### config.mk
export PLATFORM = sky130hd
export DESIGN_NAME = pe_dmem_dma
export DESIGN_NICKNAME = d
export VERILOG_FILES = /design/src/rtl/pe_dmem_dma.sv
export SDC_FILE = /design/constraint.sdc
export NUM_CORES = 1
export LEC_CHECK = 0
export CAP_MARGIN = 20
export CORE_MARGIN = 10
export CORE_UTILIZATION = 45
export DETAILED_ROUTE_END_ITERATION = 10
export HOLD_SLACK_MARGIN = 0.12
export PLACE_DENSITY = 0.78
export RECOVER_POWER = 50
export SYNTH_ARGS = -nofsm -noshare
export SYNTH_HDL_FRONTEND = slang
export SYNTH_SLANG_ARGS = --single-unit
### constraint.sdc
create_clock -name iClk -period 6.08 [get_ports iClk]
set_input_delay 1.216 -clock iClk [delete_from_list [all_inputs] [get_ports iClk]]
set_output_delay 1.216 -clock iClk [all_outputs]
set_load 0.01 [all_outputs]
### src/rtl/pe_dmem_dma.sv
// Burst engine on PE data-memory port A: streams host write data straight onto the bus,
// and streams read data back through a 2-entry skid buffer sized for the 1-cycle read latency.
//
// state  | meaning
// -------+-------------------------------------------------------------
// IDLE   | waiting for a host command, oCmd_Ready high
// WRITE  | forwarding host write words to port A, one per handshake
// READ   | issuing port-A reads while buffer space allows
// DRAIN  | all reads issued, emptying in-flight word and buffer
// DONE   | one-cycle completion pulse
module pe_dmem_dma #(
    parameter int DATA_WIDTH = 32,
    parameter int ADDR_WIDTH = 16,
    parameter int LEN_WIDTH  = 16
) (
    input  logic                  iClk,
    input  logic                  iReset,
    input  logic                  iCmd_Valid,
    output logic                  oCmd_Ready,
    input  logic                  iCmd_Write,
    input  logic [ADDR_WIDTH-1:0] iCmd_Address,
    input  logic [LEN_WIDTH-1:0]  iCmd_Length,
    input  logic                  iWr_Valid,
    output logic                  oWr_Ready,
    input  logic [DATA_WIDTH-1:0] iWr_Data,
    output logic                  oRd_Valid,
    input  logic                  iRd_Ready,
    output logic [DATA_WIDTH-1:0] oRd_Data,
    output logic                  oBusy,
    output logic                  oDone,
    output logic                  oBus_Valid,
    output logic [ADDR_WIDTH-1:0] oBus_Address,
    output logic [DATA_WIDTH-1:0] oBus_Write_Data,
    output logic                  oBus_Write_Enable,
    input  logic [DATA_WIDTH-1:0] iBus_Read_Data
);

    localparam logic [2:0] S_IDLE  = 3'd0;
    localparam logic [2:0] S_WRITE = 3'd1;
    localparam logic [2:0] S_READ  = 3'd2;
    localparam logic [2:0] S_DRAIN = 3'd3;
    localparam logic [2:0] S_DONE  = 3'd4;

    localparam logic [ADDR_WIDTH-1:0] ADDR_STEP  = ADDR_WIDTH'(4);
    localparam logic [ADDR_WIDTH-1:0] ADDR_ALIGN = ~(ADDR_WIDTH'(3));
    localparam logic [LEN_WIDTH-1:0]  LEN_ONE    = LEN_WIDTH'(1);
    localparam logic [LEN_WIDTH-1:0]  LEN_ZERO   = '0;

    logic [2:0]            state_q, state_d;
    logic [ADDR_WIDTH-1:0] addr_q, addr_d;
    logic [LEN_WIDTH-1:0]  remaining_q, remaining_d;
    logic [DATA_WIDTH-1:0] buf0_q, buf0_d;
    logic [DATA_WIDTH-1:0] buf1_q, buf1_d;
    logic                  rd_ptr_q, rd_ptr_d;
    logic                  wr_ptr_q, wr_ptr_d;
    logic [1:0]            count_q, count_d;
    logic                  inflight_q, inflight_d;

    logic                  pop;
    logic                  push;
    logic [2:0]            occupancy;
    logic                  room;

    always_comb begin
        state_d           = state_q;
        addr_d            = addr_q;
        remaining_d       = remaining_q;
        buf0_d            = buf0_q;
        buf1_d            = buf1_q;
        rd_ptr_d          = rd_ptr_q;
        wr_ptr_d          = wr_ptr_q;
        inflight_d        = 1'b0;
        oCmd_Ready        = 1'b0;
        oWr_Ready         = 1'b0;
        oBus_Valid        = 1'b0;
        oBus_Address      = addr_q;
        oBus_Write_Data   = '0;
        oBus_Write_Enable = 1'b0;
        oBusy             = (state_q != S_IDLE);
        oDone             = (state_q == S_DONE);

        oRd_Valid = (count_q != 2'd0);
        oRd_Data  = rd_ptr_q ? buf1_q : buf0_q;
        pop       = oRd_Valid && iRd_Ready;
        // Read data returns exactly one cycle after issue, so the in-flight flag is the push strobe.
        push      = inflight_q;

        if (push) begin
            if (wr_ptr_q) buf1_d = iBus_Read_Data;
            else          buf0_d = iBus_Read_Data;
            wr_ptr_d = ~wr_ptr_q;
        end
        if (pop) rd_ptr_d = ~rd_ptr_q;
        count_d = count_q + {1'b0, push} - {1'b0, pop};

        // A word popped this cycle frees its slot in time for a read issued now.
        occupancy = {1'b0, count_q} + {2'b00, inflight_q};
        room      = occupancy < (3'd2 + {2'b00, pop});

        case (state_q)
            S_IDLE: begin
                oCmd_Ready = 1'b1;
                if (iCmd_Valid) begin
                    addr_d      = iCmd_Address & ADDR_ALIGN;
                    remaining_d = iCmd_Length;
                    if (iCmd_Length == LEN_ZERO) state_d = S_DONE;
                    else if (iCmd_Write)         state_d = S_WRITE;
                    else                         state_d = S_READ;
                end
            end
            S_WRITE: begin
                oWr_Ready = 1'b1;
                if (iWr_Valid) begin
                    oBus_Valid        = 1'b1;
                    oBus_Write_Enable = 1'b1;
                    oBus_Write_Data   = iWr_Data;
                    addr_d            = addr_q + ADDR_STEP;
                    remaining_d       = remaining_q - LEN_ONE;
                    if (remaining_q == LEN_ONE) state_d = S_DONE;
                end
            end
            S_READ: begin
                if (remaining_q != LEN_ZERO && room) begin
                    oBus_Valid  = 1'b1;
                    inflight_d  = 1'b1;
                    addr_d      = addr_q + ADDR_STEP;
                    remaining_d = remaining_q - LEN_ONE;
                    if (remaining_q == LEN_ONE) state_d = S_DRAIN;
                end
            end
            S_DRAIN: begin
                if (!inflight_q && count_d == 2'd0) state_d = S_DONE;
            end
            S_DONE: begin
                state_d = S_IDLE;
            end
            default: begin
                state_d = S_IDLE;
            end
        endcase
    end

    always_ff @(posedge iClk) begin
        if (iReset) begin
            state_q     <= S_IDLE;
            addr_q      <= '0;
            remaining_q <= '0;
            buf0_q      <= '0;
            buf1_q      <= '0;
            rd_ptr_q    <= 1'b0;
            wr_ptr_q    <= 1'b0;
            count_q     <= 2'd0;
            inflight_q  <= 1'b0;
        end else begin
            state_q     <= state_d;
            addr_q      <= addr_d;
            remaining_q <= remaining_d;
            buf0_q      <= buf0_d;
            buf1_q      <= buf1_d;
            rd_ptr_q    <= rd_ptr_d;
            wr_ptr_q    <= wr_ptr_d;
            count_q     <= count_d;
            inflight_q  <= inflight_d;
        end
    end

endmodule

==> results.yml, run 1 <==
status:
  status: "finished, violations left"
  violations: "capacitance limit, slew limit"
synth:
  synth_flop_cell: "dfxtp_1"
  synth-compound-area-share: 0.1915
  synth_area_um2: 5318
  synth_top_area_share: 0.3840
  ys_seq_area_frac: 0.3840
  synth_edf_count: 0
  synth_top_family_by_area: "simple AND/OR/NAND/NOR gates"
  synth.lib_cells_used.distinct: 50
  synth_fa_ha_area_frac: 0.01882
  synth_seq_cells: 102
  synth_mux_area_frac: 0.07153
  synth_cells: 689
  yosysMostFrequentCell: "nand2_1"
  ys_warn_count: 0
  synth-xor-area-share: 0.007529
  synthSimpleGateAreaFrac: 0.2713
  synthTopCellsByCount: "162 x nand2_1, 103 x a21oi_1, 102 x dfxtp_1"
  async_reset_ff_frac: 0
  avgSynthCellArea_um2: 7.718
  synth_area_leaders: "dfxtp_1 38%, nand2_1 11%, a21oi_1 9.7%, mux2_2 6.8%, and2_1 4.0%"
  yosys.area.top_type: "dfxtp_1"
final_layout:
  fin_util: 0.6480
  drive_above_1_share: 0.08185
  fin_nets: 948
  syn_to_final_growth_pct: 40.33
  num_antenna_cells: 0
  fillers: 984
placed_design:
  hpwl_um: 12150
  portBuffers: 184
  place_congestion: 0.8396
clock_tree:
  clock-sinks: 102
  cts_inserted_buffers: 9
  post_cts_buffers: 0
  tritoncts: "built"
  clk-insertion-delay-late_ns: 0.35
  root_buffer: "clkbuf_16"
  cts_buffer_depth: 2
  path_clk_slew_ns: 0.07
  cts_resized: 0
  h-tree-depth: 3
  hold_buffers: 0
timing:
  grt_setup_unrepaired: "no"
  max_slew.worst_pin.slew_ns: 3.538
  tns_ns: 0
  finClkSkew_ns: 0.009941
  slew_viol_final: 83
  fmaxAchievable_ghz: 0.1996
  layout_min_cycle_time_ns: 5.009
  slew_headroom: -1.359
  hold_viol: 0
  fin_crit_sh: 0.8238
  setup_violations: 0
drt:
  wire_per_inst_um: 17.01
  drc: 0
  ant_nets: 0
  viasPerCell: 5.574
  drt_first_pass_iters: 6
  routed_wl_um: 16770
  vias: 5496
  drt-initial-drc-count: 484
floorplanning:
  die_area_um2: 16570
  start_util: 0.4618
  rows: 39
  dieHeight_um: 128.7
  dieWidth_um: 128.7
  fp.coreArea_um2: 11520
  ioPinCount: 189
global_routing:
  overflow: 0
  grt_max_degree: 109
  grt_pass1_wl_um: 26810
  antenna_found_initial: 0
  track_usage: 0.1953
  grt_pass1_vias: 5580
min_path:
  whs_path_depth: 2
  min-delay-start: "buf0_q[9]$_SDFFE_PP0P_"
  holdCritPathClass: "flop to flop"
  whs_endpoint: "buf0_q[9]$_SDFFE_PP0P_"
critical_path:
  r2r_setup_slack_ns: 3.28
  worst_setup_path_end_kind: "flop"
  cp_max_fo: 82
  ff2ff_path_depth: 8
  worstSetupStartpointType: "input pin"
  worst-setup-path-type: "input pin to flop"
  arrival_ns: 5.10
  r2r_end: "oBus_Address[8]$_SDFFE_PP0P_"
  cp.required_ns: 6.17
  r2r_start: "remaining_q[0]$_SDFFE_PP0P_"
power:
  ir_worst_vdd_uv: 198.4
  power_density_nw_per_um2: 400.8
  p_leak_nw: 2.747
job:
  maxCapViolCount: 1
-- final cells by class --
class,instances,area (um2),share of cell area
Clock buffer,10,229.0,0.03068
Multi-Input combinational cell,522,2992,0.4009
Clock inverter,6,76.32,0.01023
Sequential cell,102,2042,0.2736
Timing Repair Buffer,193,1907,0.2555
Tap cell,143,178.9,0.02398
Inverter,10,37.54,0.005030
-- registers in the layout, indices dropped and copies added, names as in the netlist --
register and flops:
buf1_q 32, count_q 2, buf0_q 32, inflight_q 1, rd_ptr_q 1, oBus_Address 14
state_q 3, remaining_q 16, wr_ptr_q 1
-- metal layers --
metal / wire length, um / share of wire / global-route usage
met1: 6297 / 0.38 / 0.2043
met2: 8478 / 0.51 / 0.3447
met3: 1629 / 0.097 / 0.07351
met4: 367 / 0.022 / 0.08428
met5: 0 / 0 / 0
-- worst max-delay path, stage by stage --
cell and delay [ns]:
clkbuf_1 0.92, clkbuf_1 2.55, nand2b_1 0.30, o32ai_1 0.08
-- worst max-delay path by stage --
stage                     slack, ns       from  cells after the start                       endpoint
after floorplan                2.85  iRd_Ready                      4                     oBus_Valid
after global placement         1.65  iWr_Valid                      4            oBus_Write_Data[26]
after detailed placement       1.54  iWr_Valid                      4            oBus_Write_Data[24]
after CTS                      1.52  iWr_Valid                      4            oBus_Write_Data[24]
after global routing           0.70     iReset                      5  oBus_Address[11]$_SDFFE_PP0P_
final                          1.07     iReset                      4   oBus_Address[6]$_SDFFE_PP0P_
-- report_power, final --
group / internal (mW) / switching [mW]
registers: 0.801 / 0.140
logic: 0.660 / 0.797
clock network: 0.327 / 0.266
total: 1.79 / 1.20
-- cell usage in the layout (no fill, tap or decap), drive strengths merged, types with 3 or more instances in the layout --
cell,n
a211oi,4
a21o,20
a21oi,103
a31oi,7
and2,34
and3,4
buf,8
clkbuf,12
clkdlybuf4s50,165
dfxtp,102
dlygate4sd3,18
ha,8
inv,13
mux2,32
nand2,162
nand2b,8
nand3,12
nand3b,6
nand4,5
nor2,23
nor3,13
nor4,8
o21ai,25
o31a,3
o32ai,6
or2,3
or3,3
or3b,4
or4,7
-- per-stage QoR --
| stage | power, mW | hold slack, ns | setup WS (ns) | cell area (um2) | std cells |
|---|---|---|---|---|---|
| after floorplan | 1.945 | 0.4329 | 2.855 | 5321 | 690 |
| final | 2.991 | 0.4547 | 1.071 | 7462 | 986 |
| after detailed placement | 2.423 | 0.4439 | 1.541 | 7157 | 969 |
| after global placement | 2.367 | 0.4381 | 1.650 | 7142 | 968 |
| after global routing | 3.211 | 0.4721 | 0.6979 | 7462 | 986 |
| after CTS | 3.019 | 0.4567 | 1.525 | 7462 | 985 |
-- logic make-up after synthesis --
logic type,after synthesis
DFF,102
xor gates and xnor gates,3
and+or+nand+nor,301
muxes,34
adders and majority gates,8
other,1
AOI/OAI and AO/OA,174
buffers and inverters,66
Power figures use the tool's default switching activity.
==> run 2: changes to the inputs <==
clock period = 4.9 ns   (was 6.08 ns; I/O delays follow)
==> run 2 against run 1 <==
The run still ends with capacitance limit, slew limit left. Non-clock buffer count grew 1. Global-route usage shrank 0.71 points. Combinational power grew 24%. Critical path type is now input pin to primary output. Largest cell class unchanged. Largest power group unchanged.
==> results.yml, run 2 (synthesis gave the netlist of run 1 again) <==
final_layout:
  biggestRegsByFlops: "buf0_q: 32 flops, buf1_q: 32 flops, remaining_q: 16 flops"
  syn_to_final_growth_pct: 40.26
  final_cell_mix: "165 x clkdlybuf4s50_1, 162 x nand2_1, 103 x a21oi_1"
  fin_nets: 949
  num_antenna_cells: 0
  fillers: 967
  final_common_cell: "clkdlybuf4s50_1"
  fin_util: 0.6477
  drive_above_1_share: 0.08422
timing:
  layout_min_cycle_time_ns: 3.979
  fmaxAchievable_ghz: 0.2513
  tns_ns: 0
  max_slew.worst_pin.slew_ns: 1.998
  slew_headroom: -0.3321
  finClkSkew_ns: 0.007256
  fin_crit_sh: 0.8121
  grt_setup_unrepaired: "no"
  setup_violations: 0
  slew_viol_final: 100
  hold_viol: 0
critical_path:
  cpMostUsedCell: "clkdlybuf4s50_1"
  path_cells: "clkdlybuf4s50_1 -> and3_1 -> and2_1 -> clkdlybuf4s50_1"
  worst_path_largest_cell_delay_ns: 0.74
  r2r_start: "remaining_q[0]$_SDFFE_PP0P_"
  worst-setup-path-type: "input pin to primary output"
  critPathSlowestCell: "and3_1"
  crit_buf_inv: 2
  cp.required_ns: 3.92
  worst_setup_path_end_kind: "primary output"
  worstSetupStartpointType: "input pin"
  critical_path.top_delay_family: "buffers and inverters"
  cp_max_fo: 34
  r2r_setup_slack_ns: 1.94
  arrival_ns: 3.00
  r2r_end: "oBus_Address[2]$_SDFFE_PP0P_"
  ff2ff_path_depth: 8
drt:
  drt_first_pass_iters: 4
  vias: 5394
  wire_per_inst_um: 16.59
  viasPerCell: 5.471
  drc: 0
  drt-initial-drc-count: 443
  ant_nets: 0
  routed_wl_um: 16360
placed_design:
  place_congestion: 0.8396
  portBuffers: 184
  hpwl_um: 11910
clock_tree:
  clock-sinks: 102
  hold_buffers: 0
  cts_resized: 0
  post_cts_buffers: 0
  h-tree-depth: 3
  clk-insertion-delay-late_ns: 0.33
  root_buffer: "clkbuf_16"
  tritoncts: "built"
  cts_buffer_depth: 2
  cts_inserted_buffers: 9
  path_clk_slew_ns: 0.07
global_routing:
  grt_pass1_vias: 5517
  overflow: 0
  antenna_found_initial: 0
  grt_max_degree: 109
  track_usage: 0.1882
  grt_pass1_wl_um: 26140
power:
  power_density_nw_per_um2: 488.5
  power_mw: 3.643
  p_leak_nw: 2.742
  ir_worst_vdd_uv: 239.8
status:
  violations: "capacitance limit, slew limit"
  status: "finished, violations left"
floorplanning:
  dieWidth_um: 128.7
  rows: 39
  fp.coreArea_um2: 11520
  die_area_um2: 16570
  start_util: 0.4618
  dieHeight_um: 128.7
  ioPinCount: 189
min_path:
  whs_endpoint: "buf0_q[11]$_SDFFE_PP0P_"
  holdCritPathClass: "flop to flop"
  min-delay-start: "buf0_q[11]$_SDFFE_PP0P_"
  whs_path_depth: 2
job:
  maxCapViolCount: 1
-- run 2: cell count changes in the layout (fill, tap and decap cells not counted), sizes merged --
cell,delta
bufinv,-1
clkbuf,-1
buf,+1
inv,-1
clkinvlp,+2
-- run 2: per-layer routing --
| layer | vias to the layer above | wire (um) | global-route usage |
|---|---|---|---|
| met5 | - | 0 | 0 |
| met2 | 191 | 8056 | 0.3271 |
| met1 | 2515 | 6300 | 0.2018 |
| met4 | 0 | 390 | 0.07291 |
| li1 | 2664 | - | - |
| met3 | 24 | 1608 | 0.07474 |
-- run 2: cell type report --
class	count	area [um2]	share of cell area
inverters	10	37.54	0.005033
clock inverters	6	55.05	0.007381
multi-input cells	522	2992	0.4011
well taps	143	178.9	0.02399
flip-flops and latches	102	2042	0.2738
repair buffers	194	1928	0.2585
clock buffers	9	225.2	0.03020
-- run 2: through the flow --
| step | worst slack, ns | cell area [um2] | instances | hold slack, ns |
|---|---|---|---|---|
| after floorplan | 2.147 | 5321 | 690 | 0.4329 |
| after global placement | 0.9410 | 7149 | 969 | 0.4375 |
| after detailed placement | 0.8656 | 7177 | 970 | 0.4449 |
| after CTS | 0.8506 | 7457 | 985 | 0.4558 |
| after global routing | 0.6835 | 7458 | 986 | 0.4726 |
| final | 0.9206 | 7458 | 986 | 0.4528 |
-- run 2: report_power, final --
part	switching (mW)	internal [mW]
Clock	0.323	0.351
Sequential	0.169	0.993
Combinational	0.982	0.826
Total	1.47	2.17
-- run 2: how the worst max path moves through the flow --
stage               cells past startpoint             endpoint  slack [ns]       from
floorplan                               4           oBus_Valid        2.15  iRd_Ready
global placement                        4  oBus_Write_Data[26]        0.94  iWr_Valid
detailed placement                      4  oBus_Write_Data[26]        0.87  iWr_Valid
CTS                                     4   oBus_Write_Data[6]        0.85  iWr_Valid
global route                            4   oBus_Write_Data[8]        0.68  iWr_Valid
finish                                  4   oBus_Write_Data[6]        0.92  iWr_Valid
-- run 2: worst register-to-register path, delay by kind of cell (launching register included) --
family	cells	cell delay, ns
compound gates	2	0.71
fa+ha+maj	1	0.16
buf+inv	2	0.49
flops	1	0.35
simple gates	3	1.04
==> run 3: changes to the inputs <==
CORE_UTILIZATION = 41   (was 45)
PLACE_DENSITY = 0.75   (was 0.78)
clock period = 3.4 ns   (was 4.9 ns; I/O delays follow)
==> run 3 against run 2 <==
The flow still finishes with violations (capacitance limit, slew limit). Clock power up 50%. Non-clock buffer count up 1. Register-to-register slack worse by 1.7 ns. Via count down 0.32%. Critical path type is now flop to primary output. Largest cell class unchanged.
==> results.yml, run 3 (synthesis gave the netlist of run 1 again) <==
min_path:
  whs_endpoint: "buf0_q[27]$_SDFFE_PP0P_"
  whs_path_depth: 2
  holdCritPathClass: "flop to flop"
  min-delay-start: "buf0_q[27]$_SDFFE_PP0P_"
status:
  status: "finished, violations left"
  violations: "capacitance limit, slew limit"
drt:
  viasPerCell: 5.287
  wire_per_inst_um: 16.30
  vias: 5377
  routed_wl_um: 16570
  drt_first_pass_iters: 4
  drt-initial-drc-count: 440
  drc: 0
  ant_nets: 0
power:
  p_seq_frac: 0.317
  power_mw: 5.296
  netSwitchingPower_mw: 2.161
  p_int_mw: 3.135
  switching_share: 0.4081
  comb_power_share: 0.493
  clkPwrFrac: 0.190
  ir_worst_vdd_uv: 380.7
  power_density_nw_per_um2: 706.4
  p_leak_nw: 2.757
critical_path:
  arrival_ns: 2.59
  cp_max_fo: 4
  r2r_setup_slack_ns: 0.22
  cp.required_ns: 2.72
  worst_setup_path_end_kind: "primary output"
  r2r_end: "remaining_q[0]$_SDFFE_PP0P_"
  worst-setup-path-type: "flop to primary output"
  worstSetupStartpointType: "flop"
  cp-startpoint: "remaining_q[1]$_SDFFE_PP0P_"
  ff2ff_path_depth: 8
  r2r_start: "remaining_q[1]$_SDFFE_PP0P_"
timing:
  hold_viol: 0
  finClkSkew_ns: 0.007884
  fmaxAchievable_ghz: 0.3061
  grt_setup_unrepaired: "no"
  tns_ns: 0
  max_slew.worst_pin.slew_ns: 1.745
  slew_viol_final: 86
  fin_crit_sh: 0.9608
  setup_violations: 0
  layout_min_cycle_time_ns: 3.267
  slew_headroom: -0.1630
floorplanning:
  ioPinCount: 189
  die_area_um2: 17930
  rows: 41
  dieHeight_um: 133.9
  fp.coreArea_um2: 12670
  start_util: 0.4197
  dieWidth_um: 133.9
final_layout:
  drive_above_1_share: 0.08757
  instances_no_fill: 1017
  final_common_cell: "clkdlybuf4s50_1"
  num_antenna_cells: 0
  final_cell_mix: "163 x clkdlybuf4s50_1, 162 x nand2_1, 103 x a21oi_1"
  syn_to_final_growth_pct: 40.99
  design_area_um2: 7497
  fillers: 1148
  biggestRegsByFlops: "buf0_q: 32 flops, buf1_q: 32 flops, remaining_q: 16 flops"
  fin_nets: 950
global_routing:
  grt_max_degree: 86
  antenna_found_initial: 0
  grt_pass1_vias: 5450
  grt_pass1_wl_um: 26880
  overflow: 0
  track_usage: 0.1792
placed_design:
  placed_cell_area_um2: 7241
  place_congestion: 0.8036
  hpwl_um: 12230
  placedCellCount: 1001
  portBuffers: 184
clock_tree:
  tritoncts: "built"
  path_clk_slew_ns: 0.07
  root_buffer: "clkbuf_16"
  clk-insertion-delay-late_ns: 0.35
  h-tree-depth: 3
  cts_buffer_depth: 2
  cts_inserted_buffers: 9
  clock-sinks: 102
  post_cts_buffers: 0
job:
  maxCapViolCount: 1
## run 3: cell types whose count changed in the layout (fill, tap and decap cells not counted)
cell and change:
clkbuf_2 +1, clkinvlp_4 -1, clkdlybuf4s50_1 -2, o21ai_1 -1, clkinv_2 +1, a31oi_2 +1
dlygate4sd3_1 +2, inv_6 +3, o21ai_0 +1, clkinv_4 -2, inv_2 +1, a31oi_4 -1
inv_1 -1
## run 3: worst max path at each step
stage	to	slack, ns
floorplan	state_q[0]$_SDFFE_PP0P_	1.05
global placement	oBus_Valid	0.40
detailed placement	oBus_Valid	0.35
CTS	oBus_Valid	0.09
global route	oBus_Address[2]$_SDFFE_PP0P_	0.05
finish	oBus_Valid	0.13
## run 3: cell type report
cell class                      count  area, um2  share of cell area
Tap cell                          172      215.2             0.02870
Multi-Input combinational cell    522       2983              0.3979
Sequential cell                   102       2042              0.2724
Clock buffer                        9      225.2             0.03004
Clock inverter                      7      61.31            0.008178
Timing Repair Buffer              195       1933              0.2578
Inverter                           10      37.54            0.005007
## run 3: worst max-delay path, cell delays in order (launching register included)
cell	delay, ns
dfxtp_1	0.33
inv_1	0.14
ha_1	0.20
or3b_2	0.45
or4_4	0.45
nand3_1	0.12
nand2b_1	0.07
clkdlybuf4s50_1	0.48
## run 3: repair_timing
action                                  CTS  global route
hold buffers                              0             0
endpoints found under the setup margin    0             1
resized for setup                         0             1
## run 3: power groups by stage
stage	Combinational, mW	Sequential (mW)	Clock, mW
final	2.61	1.68	1.01
after global routing	2.88	1.72	1.09
after CTS	2.68	1.67	1.04
after detailed placement	2.67	1.70	0
after global placement	2.60	1.68	0
after floorplan	1.83	1.65	0
## run 3: metal layers
layer,up-vias,share of wire,global-route usage
met4,0,0.021,0.06832
li1,2667,-,-
met5,-,0,0
met2,178,0.50,0.3153
met1,2507,0.39,0.1904
met3,25,0.086,0.06721
## run 3: through the flow
stage | hold WS [ns] | setup WS (ns) | utilization
5_1_grt | 0.4751 | 0.05343 | 0.5917
6_report | 0.4520 | 0.1332 | 0.5917
4_1_cts | 0.4539 | 0.09393 | 0.5941
3_3_place_gp | 0.4379 | 0.3960 | 0.5693
3_5_place_dp | 0.4439 | 0.3512 | 0.5714
2_1_floorplan | 0.4329 | 1.054 | -
